## config.mk

```make
export PLATFORM = sky130hd
export DESIGN_NAME = sa_22_flat
export DESIGN_NICKNAME = d
export VERILOG_FILES = /design/src/rtl/noc_pkg.sv /design/src/rtl/sa_22_if.sv /design/src/rtl/rr_arb3.sv /design/src/rtl/sa_22.sv /design/src/flat_wrapper.sv
export SDC_FILE = /design/constraint.sdc
export NUM_CORES = 1
export LEC_CHECK = 0
export BUFFER_PORTS_ARGS = -buffer_cell sky130_fd_sc_hd__buf_4
export CORE_ASPECT_RATIO = 1.25
export CORE_UTILIZATION = 55
export CTS_CLUSTER_DIAMETER = 150
export DETAILED_ROUTE_END_ITERATION = 16
export HOLD_SLACK_MARGIN = 0.08
export PLACE_DENSITY = 0.82
export SYNTH_ARGS = -nofsm -noshare
export SYNTH_HDL_FRONTEND = slang
export SYNTH_HIERARCHICAL = 1
export SYNTH_SLANG_ARGS = --single-unit
```

## constraint.sdc

```tcl
create_clock -name sa_clk -period 10.3 [get_ports sa_clk]
set_clock_uncertainty 0.2 [all_clocks]
set_input_delay 1.545 -clock sa_clk [delete_from_list [all_inputs] [get_ports sa_clk]]
set_output_delay 1.545 -clock sa_clk [all_outputs]
set_load 0.005 [all_outputs]
```

## src/rtl/noc_pkg.sv

```systemverilog
// Shared flit, direction and port encodings for the mesh router pipeline stages.
package noc_pkg;

    localparam logic [1:0] FLIT_HEAD   = 2'b10;
    localparam logic [1:0] FLIT_BODY   = 2'b00;
    localparam logic [1:0] FLIT_TAIL   = 2'b01;
    localparam logic [1:0] FLIT_SINGLE = 2'b11;

    localparam logic [3:0] DIR_N = 4'b0001;
    localparam logic [3:0] DIR_S = 4'b0010;
    localparam logic [3:0] DIR_W = 4'b0100;
    localparam logic [3:0] DIR_E = 4'b1000;
    localparam logic [3:0] DIR_L = 4'b0000;

    localparam logic [1:0] P_N = 2'd0;
    localparam logic [1:0] P_W = 2'd1;
    localparam logic [1:0] P_L = 2'd2;

    typedef enum logic {
        ST_IDLE   = 1'b0,
        ST_LOCKED = 1'b1
    } out_state_t;

    // Round-robin successor in N -> W -> L -> N order.
    function automatic logic [1:0] next_port(input logic [1:0] p);
        return (p == P_L) ? P_N : p + 2'd1;
    endfunction

    function automatic logic [1:0] oh_idx(input logic [2:0] oh);
        return oh[2] ? P_L : (oh[1] ? P_W : P_N);
    endfunction

endpackage

```

## src/rtl/sa_22_if.sv

```systemverilog
// Flit handshake bundle between the RC stages, the allocator and the output links.
interface sa_22_if #(
    parameter int DATASIZE = 40
);
    logic [DATASIZE-1:0] N_data_in, W_data_in, L_data_in;
    logic [3:0]          N_dir_in, W_dir_in, L_dir_in;
    logic                N_valid_in, W_valid_in, L_valid_in;
    logic                N_ready_out, W_ready_out, L_ready_out;
    logic [DATASIZE-1:0] N_data_out, W_data_out, L_data_out;
    logic                N_valid_out, W_valid_out, L_valid_out;
    logic                N_ready_in, W_ready_in, L_ready_in;
    logic [2:0]          err_drop;

    modport slave (
        input  N_data_in, W_data_in, L_data_in,
        input  N_dir_in, W_dir_in, L_dir_in,
        input  N_valid_in, W_valid_in, L_valid_in,
        input  N_ready_in, W_ready_in, L_ready_in,
        output N_ready_out, W_ready_out, L_ready_out,
        output N_data_out, W_data_out, L_data_out,
        output N_valid_out, W_valid_out, L_valid_out,
        output err_drop
    );

    modport master (
        output N_data_in, W_data_in, L_data_in,
        output N_dir_in, W_dir_in, L_dir_in,
        output N_valid_in, W_valid_in, L_valid_in,
        output N_ready_in, W_ready_in, L_ready_in,
        input  N_ready_out, W_ready_out, L_ready_out,
        input  N_data_out, W_data_out, L_data_out,
        input  N_valid_out, W_valid_out, L_valid_out,
        input  err_drop
    );
endinterface

```

## src/rtl/rr_arb3.sv

```systemverilog
// Three-way round-robin arbiter: first request at or after ptr wins, one-hot grant.
module rr_arb3
    import noc_pkg::*;
(
    input  logic [2:0] req,
    input  logic [1:0] ptr,
    output logic [2:0] gnt
);
    logic [1:0] idx;
    logic       found;

    always_comb begin
        gnt   = '0;
        found = 1'b0;
        idx   = ptr;
        for (int k = 0; k < 3; k++) begin
            if (!found && req[idx]) begin
                gnt[idx] = 1'b1;
                found    = 1'b1;
            end
            idx = next_port(idx);
        end
    end
endmodule

```

## src/rtl/sa_22.sv

```systemverilog
// Switch allocator + crossbar for mesh corner (2,2): inputs N/W/L to outputs N/W/L, wormhole locked.
//  state     | meaning
//  ST_IDLE   | output free; round-robin among HEAD/SINGLE requesters
//  ST_LOCKED | output owned by one input until its TAIL is accepted
module sa_22
    import noc_pkg::*;
#(
    parameter int DATASIZE = 40,
    parameter int WIDTH    = 3
)(
    input  logic   sa_clk,
    input  logic   rst_n,
    sa_22_if.slave bus
);
    // WIDTH is carried only so this stage shares a parameter set with RC/FIFO.
    localparam int DIRB = (WIDTH > 0) ? 4 : 4;

    logic [DATASIZE-1:0] din [3];
    logic [DIRB-1:0]     dir [3];
    logic [2:0]          vin, rdy_in, rdy_out, can_acc, drop;

    logic [1:0] ftype [3];
    logic [1:0] tgt   [3];
    logic [2:0] is_hs;

    logic [2:0] req     [3];
    logic [2:0] arb_gnt [3];
    logic [2:0] gnt     [3];

    out_state_t st_q [3], st_d [3];
    logic [1:0] owner_q [3], owner_d [3];
    logic [1:0] ptr_q [3], ptr_d [3];
    logic [2:0] lock_v_q, lock_v_d;
    logic [1:0] lock_o_q [3], lock_o_d [3];

    logic [DATASIZE-1:0] dout_q [3];
    logic [2:0]          vout_q, err_q;

    assign din[P_N] = bus.N_data_in;
    assign din[P_W] = bus.W_data_in;
    assign din[P_L] = bus.L_data_in;
    assign dir[P_N] = bus.N_dir_in;
    assign dir[P_W] = bus.W_dir_in;
    assign dir[P_L] = bus.L_dir_in;
    assign vin      = {bus.L_valid_in, bus.W_valid_in, bus.N_valid_in};
    assign rdy_in   = {bus.L_ready_in, bus.W_ready_in, bus.N_ready_in};

    assign bus.N_ready_out = rdy_out[P_N];
    assign bus.W_ready_out = rdy_out[P_W];
    assign bus.L_ready_out = rdy_out[P_L];
    assign bus.N_data_out  = dout_q[P_N];
    assign bus.W_data_out  = dout_q[P_W];
    assign bus.L_data_out  = dout_q[P_L];
    assign bus.N_valid_out = vout_q[P_N];
    assign bus.W_valid_out = vout_q[P_W];
    assign bus.L_valid_out = vout_q[P_L];
    assign bus.err_drop    = err_q;

    always_comb begin
        drop  = '0;
        is_hs = '0;
        for (int i = 0; i < 3; i++) begin
            logic       legal;
            logic [1:0] dec;
            ftype[i] = din[i][DATASIZE-1:DATASIZE-2];
            is_hs[i] = (ftype[i] == FLIT_HEAD) || (ftype[i] == FLIT_SINGLE);
            legal    = 1'b1;
            case (dir[i])
                DIR_N:   dec = P_N;
                DIR_W:   dec = P_W;
                DIR_L:   dec = P_L;
                default: begin dec = P_N; legal = 1'b0; end
            endcase
            tgt[i]  = is_hs[i] ? dec : lock_o_q[i];
            drop[i] = vin[i] && ((is_hs[i] && !legal) ||
                                 (!is_hs[i] && !lock_v_q[i]) ||
                                 (ftype[i] == FLIT_HEAD && lock_v_q[i]));
        end
    end

    // Idle outputs take only new packets; locked outputs take only the owner's BODY/TAIL.
    always_comb begin
        for (int o = 0; o < 3; o++) begin
            can_acc[o] = !vout_q[o] || rdy_in[o];
            for (int i = 0; i < 3; i++) begin
                req[o][i] = vin[i] && !drop[i] && (tgt[i] == 2'(o)) &&
                            ((st_q[o] == ST_IDLE && is_hs[i]) ||
                             (st_q[o] == ST_LOCKED && !is_hs[i] && owner_q[o] == 2'(i)));
            end
        end
    end

    for (genvar g = 0; g < 3; g++) begin : g_arb
        rr_arb3 u_arb (
            .req (req[g]),
            .ptr (ptr_q[g]),
            .gnt (arb_gnt[g])
        );
    end

    always_comb begin
        for (int o = 0; o < 3; o++) begin
            gnt[o] = '0;
            if (can_acc[o])
                gnt[o] = (st_q[o] == ST_IDLE) ? arb_gnt[o] : req[o];
        end
        for (int i = 0; i < 3; i++)
            rdy_out[i] = vin[i] && (drop[i] || gnt[0][i] || gnt[1][i] || gnt[2][i]);
    end

    always_comb begin
        st_d     = st_q;
        owner_d  = owner_q;
        ptr_d    = ptr_q;
        lock_v_d = lock_v_q;
        lock_o_d = lock_o_q;
        for (int o = 0; o < 3; o++) begin
            logic [1:0] gi;
            gi = oh_idx(gnt[o]);
            if (|gnt[o]) begin
                if (st_q[o] == ST_IDLE) begin
                    if (ftype[gi] == FLIT_HEAD) begin
                        st_d[o]      = ST_LOCKED;
                        owner_d[o]   = gi;
                        lock_v_d[gi] = 1'b1;
                        lock_o_d[gi] = 2'(o);
                    end else begin
                        ptr_d[o] = next_port(gi);
                    end
                end else if (ftype[gi] == FLIT_TAIL) begin
                    st_d[o]      = ST_IDLE;
                    lock_v_d[gi] = 1'b0;
                    ptr_d[o]     = next_port(owner_q[o]);
                end
            end
        end
    end

    always_ff @(posedge sa_clk) begin
        if (!rst_n) begin
            lock_v_q <= '0;
            vout_q   <= '0;
            err_q    <= '0;
            for (int o = 0; o < 3; o++) begin
                st_q[o]     <= ST_IDLE;
                owner_q[o]  <= P_N;
                ptr_q[o]    <= P_N;
                lock_o_q[o] <= P_N;
                dout_q[o]   <= '0;
            end
        end else begin
            lock_v_q <= lock_v_d;
            err_q    <= drop;
            for (int o = 0; o < 3; o++) begin
                st_q[o]     <= st_d[o];
                owner_q[o]  <= owner_d[o];
                ptr_q[o]    <= ptr_d[o];
                lock_o_q[o] <= lock_o_d[o];
                if (|gnt[o]) begin
                    dout_q[o] <= din[oh_idx(gnt[o])];
                    vout_q[o] <= 1'b1;
                end else if (rdy_in[o]) begin
                    vout_q[o] <= 1'b0;
                end
            end
        end
    end
endmodule
```

## src/flat_wrapper.sv

```systemverilog
// flat-port wrapper written by rule: the top's interface ports become plain ports
module sa_22_flat import noc_pkg::*;
#(
    parameter int DATASIZE = 40,
    parameter int WIDTH    = 3
)
  (sa_clk, rst_n, bus_N_data_in, bus_W_data_in, bus_L_data_in, bus_N_dir_in, bus_W_dir_in, bus_L_dir_in, bus_N_valid_in, bus_W_valid_in, bus_L_valid_in, bus_N_ready_in, bus_W_ready_in, bus_L_ready_in, bus_N_ready_out, bus_W_ready_out, bus_L_ready_out, bus_N_data_out, bus_W_data_out, bus_L_data_out, bus_N_valid_out, bus_W_valid_out, bus_L_valid_out, bus_err_drop);
  sa_22_if #(.DATASIZE(DATASIZE)) bus_i ();
  input  logic sa_clk;
  input  logic rst_n;
  input wire logic [$bits(bus_i.N_data_in)-1:0] bus_N_data_in;
  input wire logic [$bits(bus_i.W_data_in)-1:0] bus_W_data_in;
  input wire logic [$bits(bus_i.L_data_in)-1:0] bus_L_data_in;
  input wire logic [$bits(bus_i.N_dir_in)-1:0] bus_N_dir_in;
  input wire logic [$bits(bus_i.W_dir_in)-1:0] bus_W_dir_in;
  input wire logic [$bits(bus_i.L_dir_in)-1:0] bus_L_dir_in;
  input wire logic [$bits(bus_i.N_valid_in)-1:0] bus_N_valid_in;
  input wire logic [$bits(bus_i.W_valid_in)-1:0] bus_W_valid_in;
  input wire logic [$bits(bus_i.L_valid_in)-1:0] bus_L_valid_in;
  input wire logic [$bits(bus_i.N_ready_in)-1:0] bus_N_ready_in;
  input wire logic [$bits(bus_i.W_ready_in)-1:0] bus_W_ready_in;
  input wire logic [$bits(bus_i.L_ready_in)-1:0] bus_L_ready_in;
  output wire logic [$bits(bus_i.N_ready_out)-1:0] bus_N_ready_out;
  output wire logic [$bits(bus_i.W_ready_out)-1:0] bus_W_ready_out;
  output wire logic [$bits(bus_i.L_ready_out)-1:0] bus_L_ready_out;
  output wire logic [$bits(bus_i.N_data_out)-1:0] bus_N_data_out;
  output wire logic [$bits(bus_i.W_data_out)-1:0] bus_W_data_out;
  output wire logic [$bits(bus_i.L_data_out)-1:0] bus_L_data_out;
  output wire logic [$bits(bus_i.N_valid_out)-1:0] bus_N_valid_out;
  output wire logic [$bits(bus_i.W_valid_out)-1:0] bus_W_valid_out;
  output wire logic [$bits(bus_i.L_valid_out)-1:0] bus_L_valid_out;
  output wire logic [$bits(bus_i.err_drop)-1:0] bus_err_drop;
  assign bus_i.N_data_in = bus_N_data_in;
  assign bus_i.W_data_in = bus_W_data_in;
  assign bus_i.L_data_in = bus_L_data_in;
  assign bus_i.N_dir_in = bus_N_dir_in;
  assign bus_i.W_dir_in = bus_W_dir_in;
  assign bus_i.L_dir_in = bus_L_dir_in;
  assign bus_i.N_valid_in = bus_N_valid_in;
  assign bus_i.W_valid_in = bus_W_valid_in;
  assign bus_i.L_valid_in = bus_L_valid_in;
  assign bus_i.N_ready_in = bus_N_ready_in;
  assign bus_i.W_ready_in = bus_W_ready_in;
  assign bus_i.L_ready_in = bus_L_ready_in;
  assign bus_N_ready_out = bus_i.N_ready_out;
  assign bus_W_ready_out = bus_i.W_ready_out;
  assign bus_L_ready_out = bus_i.L_ready_out;
  assign bus_N_data_out = bus_i.N_data_out;
  assign bus_W_data_out = bus_i.W_data_out;
  assign bus_L_data_out = bus_i.L_data_out;
  assign bus_N_valid_out = bus_i.N_valid_out;
  assign bus_W_valid_out = bus_i.W_valid_out;
  assign bus_L_valid_out = bus_i.L_valid_out;
  assign bus_err_drop = bus_i.err_drop;
  sa_22 #(.DATASIZE(DATASIZE), .WIDTH(WIDTH)) u_core (.sa_clk(sa_clk), .rst_n(rst_n), .bus(bus_i));
endmodule
```

==> flow_summary.toml <==
[setup_path]
required_ns = 8.56
cp_max_fo = 43
end_kind = "output port"
critPathKind = "in -> out"
rr_startpoint = "u_core/st_q[2]"
cp.arrival_ns = 4.82
cpMaxStageDelayCell = "buf_4"
cp-startpoint = "bus_L_data_in[39]"
critPathMaxStageDelay_ns = 0.65
critPathLaunchType = "input pin"
cpMostUsedCell = "buf_4"
cp_cell_sequence = "buf_4, nor3b_2, o2111ai_1, nand2_1, nand2_1, nor2_1, nor2b_1, o21ai_1, and3_1, nor2b_1, a31o_2, nand2_2, buf_4, a41oi_1, buf_4"
crit_family = "simple AND/OR/NAND/NOR gates"
worst-path-buf-inv = 3

[worst_hold_path]
min_path_type = "reg -> reg"
min-delay-start = "u_core/owner_q[0]"

[floorplan]
die_w_um = 116
io_pins = 269
num_rows = 51
start_util = 0.566
core_area_mm2 = 0.0157
dieArea_mm2 = 0.0167
die_h_um = 144

[global_route]
overflow = 0
antenna_found_initial = 0
grt_pass1_wl_mm = 46.8
grt_max_degree = 97
grt_pass1_vias = 8481
track_usage = 0.376

[sta]
rsz0062_at_grt = "false"
fmax_mhz = 152
finalCritPeriodShare = 0.637
hold_viol = 0
timing.final.ws_setup_ns = 3.74
tns_ns = 0
relSlewSlack = 0.222
report.final.setup_viol = 0
slew_violations = 0
worst_pin_slew_ns = 1.16
min_period_ns = 6.56

[place]
gp_congestion = 1.01
pre_cts_ws_ns = 3.61
post-dp-hpwl_mm = 21.8
dp_cells = 1357
port_buffers = 268

[clocking]
clk_latency_ns = 0.42
path_clk_slew_ns = 0.06
cts_root_buf = "clkbuf_16"
clk_path_buf_depth = 2
post_cts_buffers = 0
ctsHoldBuffers = 0
ctsResizeCount = 0
numCtsBuffers = 17
cts_sinks = 150
cts_tree = "built"
cts.htree.levels = 4

[cells_and_area]
syn_to_final_growth_pct = 31.0
fillers = 1212
drive_gt1_frac = 0.282
multiInputGateArea_mm2 = 0.00439
stdcell_count = 1388
num_antenna_cells = 0
final-seq-area_mm2 = 0.00420
fin_nets = 1304

[detailed_routing]
dr.pass1.iters = 5
drt_wl_total_mm = 31.8
wl_per_cell_um = 22.9
drc = 0
ant_nets = 0
via_per_inst = 6.46
vias = 8963
drtIter0Drc = 940

[synthesis]
synth.area.top_cells = "edfxtp_1 (41%), mux2i_1 (8.9%), a211oi_1 (6.8%), dfxtp_1 (6.8%), nor2_1 (6.6%)"
ys_seq_area_frac = 0.473
yosys_warnings = 6
syn-cell-area_mm2 = 0.00888
yosysTopAreaCell = "edfxtp_1"
synth_cell_types = 71
synth_top_area_share = 0.406
synth-seq-cells = 150
synth_edf_count = 120
synthArstFlopShare = 0
syn_area_per_cell_um2 = 9.49
synth_cells = 936
syn-num-nets = 1076
synth_ff_type = "edfxtp_1"

[power]
p_per_area_mw_per_mm2 = 132
peakVddDrop_mv = 0.0905
leakage_nw = 5.20

[run]
maxCapViolCount = 0

[run_status]
status = "finished, final reports clean"
## kinds of logic (layout without fill, tap and decap cells)
group	count (synthesis)	in the layout	synth area share
AO/OA/AOI/OAI	225	225	0.192
AND/OR/NAND/NOR	396	396	0.206
buffers and inverters	84	324	0.0382
flip-flops	150	150	0.473
adder cells (fa/ha/maj)	1	1	0.00113
multiplexers	80	80	0.0903
## report_power, final
group	total, W	leakage, nW	switching [W]	internal [W]
clock network	0.000656	0.295	0.000251	0.000405
logic	0.000182	3.42	0.0000950	0.0000874
registers	0.000692	1.48	0.0000107	0.000681
## area by class of cell
| cell class | count | share of cell area |
|---|---|---|
| flip-flops and latches | 150 | 0.361 |
| repair buffers | 278 | 0.180 |
| inverters | 15 | 0.00505 |
| multi-input cells | 702 | 0.378 |
| clock buffers | 19 | 0.0372 |
| well taps | 212 | 0.0228 |
| clock inverters | 12 | 0.0155 |
## cells in the final DEF, fill, tap and decap left out, types with 17 or more instances in the layout
| cell type | instances |
|---|---|
| a311oi_1 | 39 |
| a21oi_1 | 27 |
| nand2_1 | 115 |
| clkbuf_16 | 17 |
| nor2b_1 | 19 |
| a211oi_1 | 80 |
| mux2i_1 | 79 |
| nor3_1 | 18 |
| dfxtp_1 | 30 |
| buf_4 | 277 |
| nor2_1 | 153 |
| edfxtp_1 | 120 |
## registers in the layout, indices dropped and copies added (netlist names)
signal and count:
u_core/lock_o_q 6, u_core/owner_q 6, u_core/bus.err_drop 3, u_core/dout_q 120, u_core/st_q 3, u_core/vout_q 3, u_core/lock_v_q 3, u_core/ptr_q 6
## stage by stage
step	instance area [µm²]	util	total power (W)	hold WS, ns
after floorplan	8880	-	0.000762	0.243
final	11600	0.741	0.00153	0.274
after global routing	11600	0.741	0.00157	0.295
after CTS	11600	0.741	0.00153	0.274
after detailed placement	11000	0.702	0.000884	0.267
after global placement	11000	0.702	0.000881	0.261
## Yosys cell counts (all sizes together) (2+ instances only)
master and instances:
nor2 155, edfxtp 120, nand2 119, a211oi 80, mux2i 79, clkbuf 54
a311oi 40, dfxtp 30, a21oi 27, nor2b 19, nor3 18, o21ai 17
buf 15, inv 14, nand2b 12, nand3 12, and3 10, o21a 9
nor3b 7, nor4 7, nand3b 6, nand4 6, a31oi 5, o211a 5
o31ai 5, or4 5, a22oi 4, a31o 4, and2b 4, a21o 3
and2 3, and3b 3, o2111a 3, or2 3, or3 3, a21boi 2
nand4b 2, o211ai 2, o221ai 2, o311ai 2, o41a 2
## worst min-delay path, stage by stage (launching register included)
cell and delay [ns]:
dfxtp_1 0.33, nand2_1 0.06, o2bb2ai_1 0.05
## metal layers
layer,vias to the layer above,share of wire,GRT usage
li1,3988,-,-
met1,4218,0.34,0.422
met2,629,0.48,0.631
met3,128,0.11,0.0897
met4,0,0.068,0.258
met5,-,0,0
## final timing paths
check / endpoint / slack (ns) / depth (start not counted)
hold reg to reg: u_core/owner_q[0] / 0.27 / 2
setup / recovery: bus_W_ready_out / 3.74 / 15
setup reg to reg: u_core/dout_q[0][99] / 4.22 / 15
hold / removal: u_core/owner_q[0] / 0.27 / 2
No activity file was read; power rests on OpenSTA's default activity.
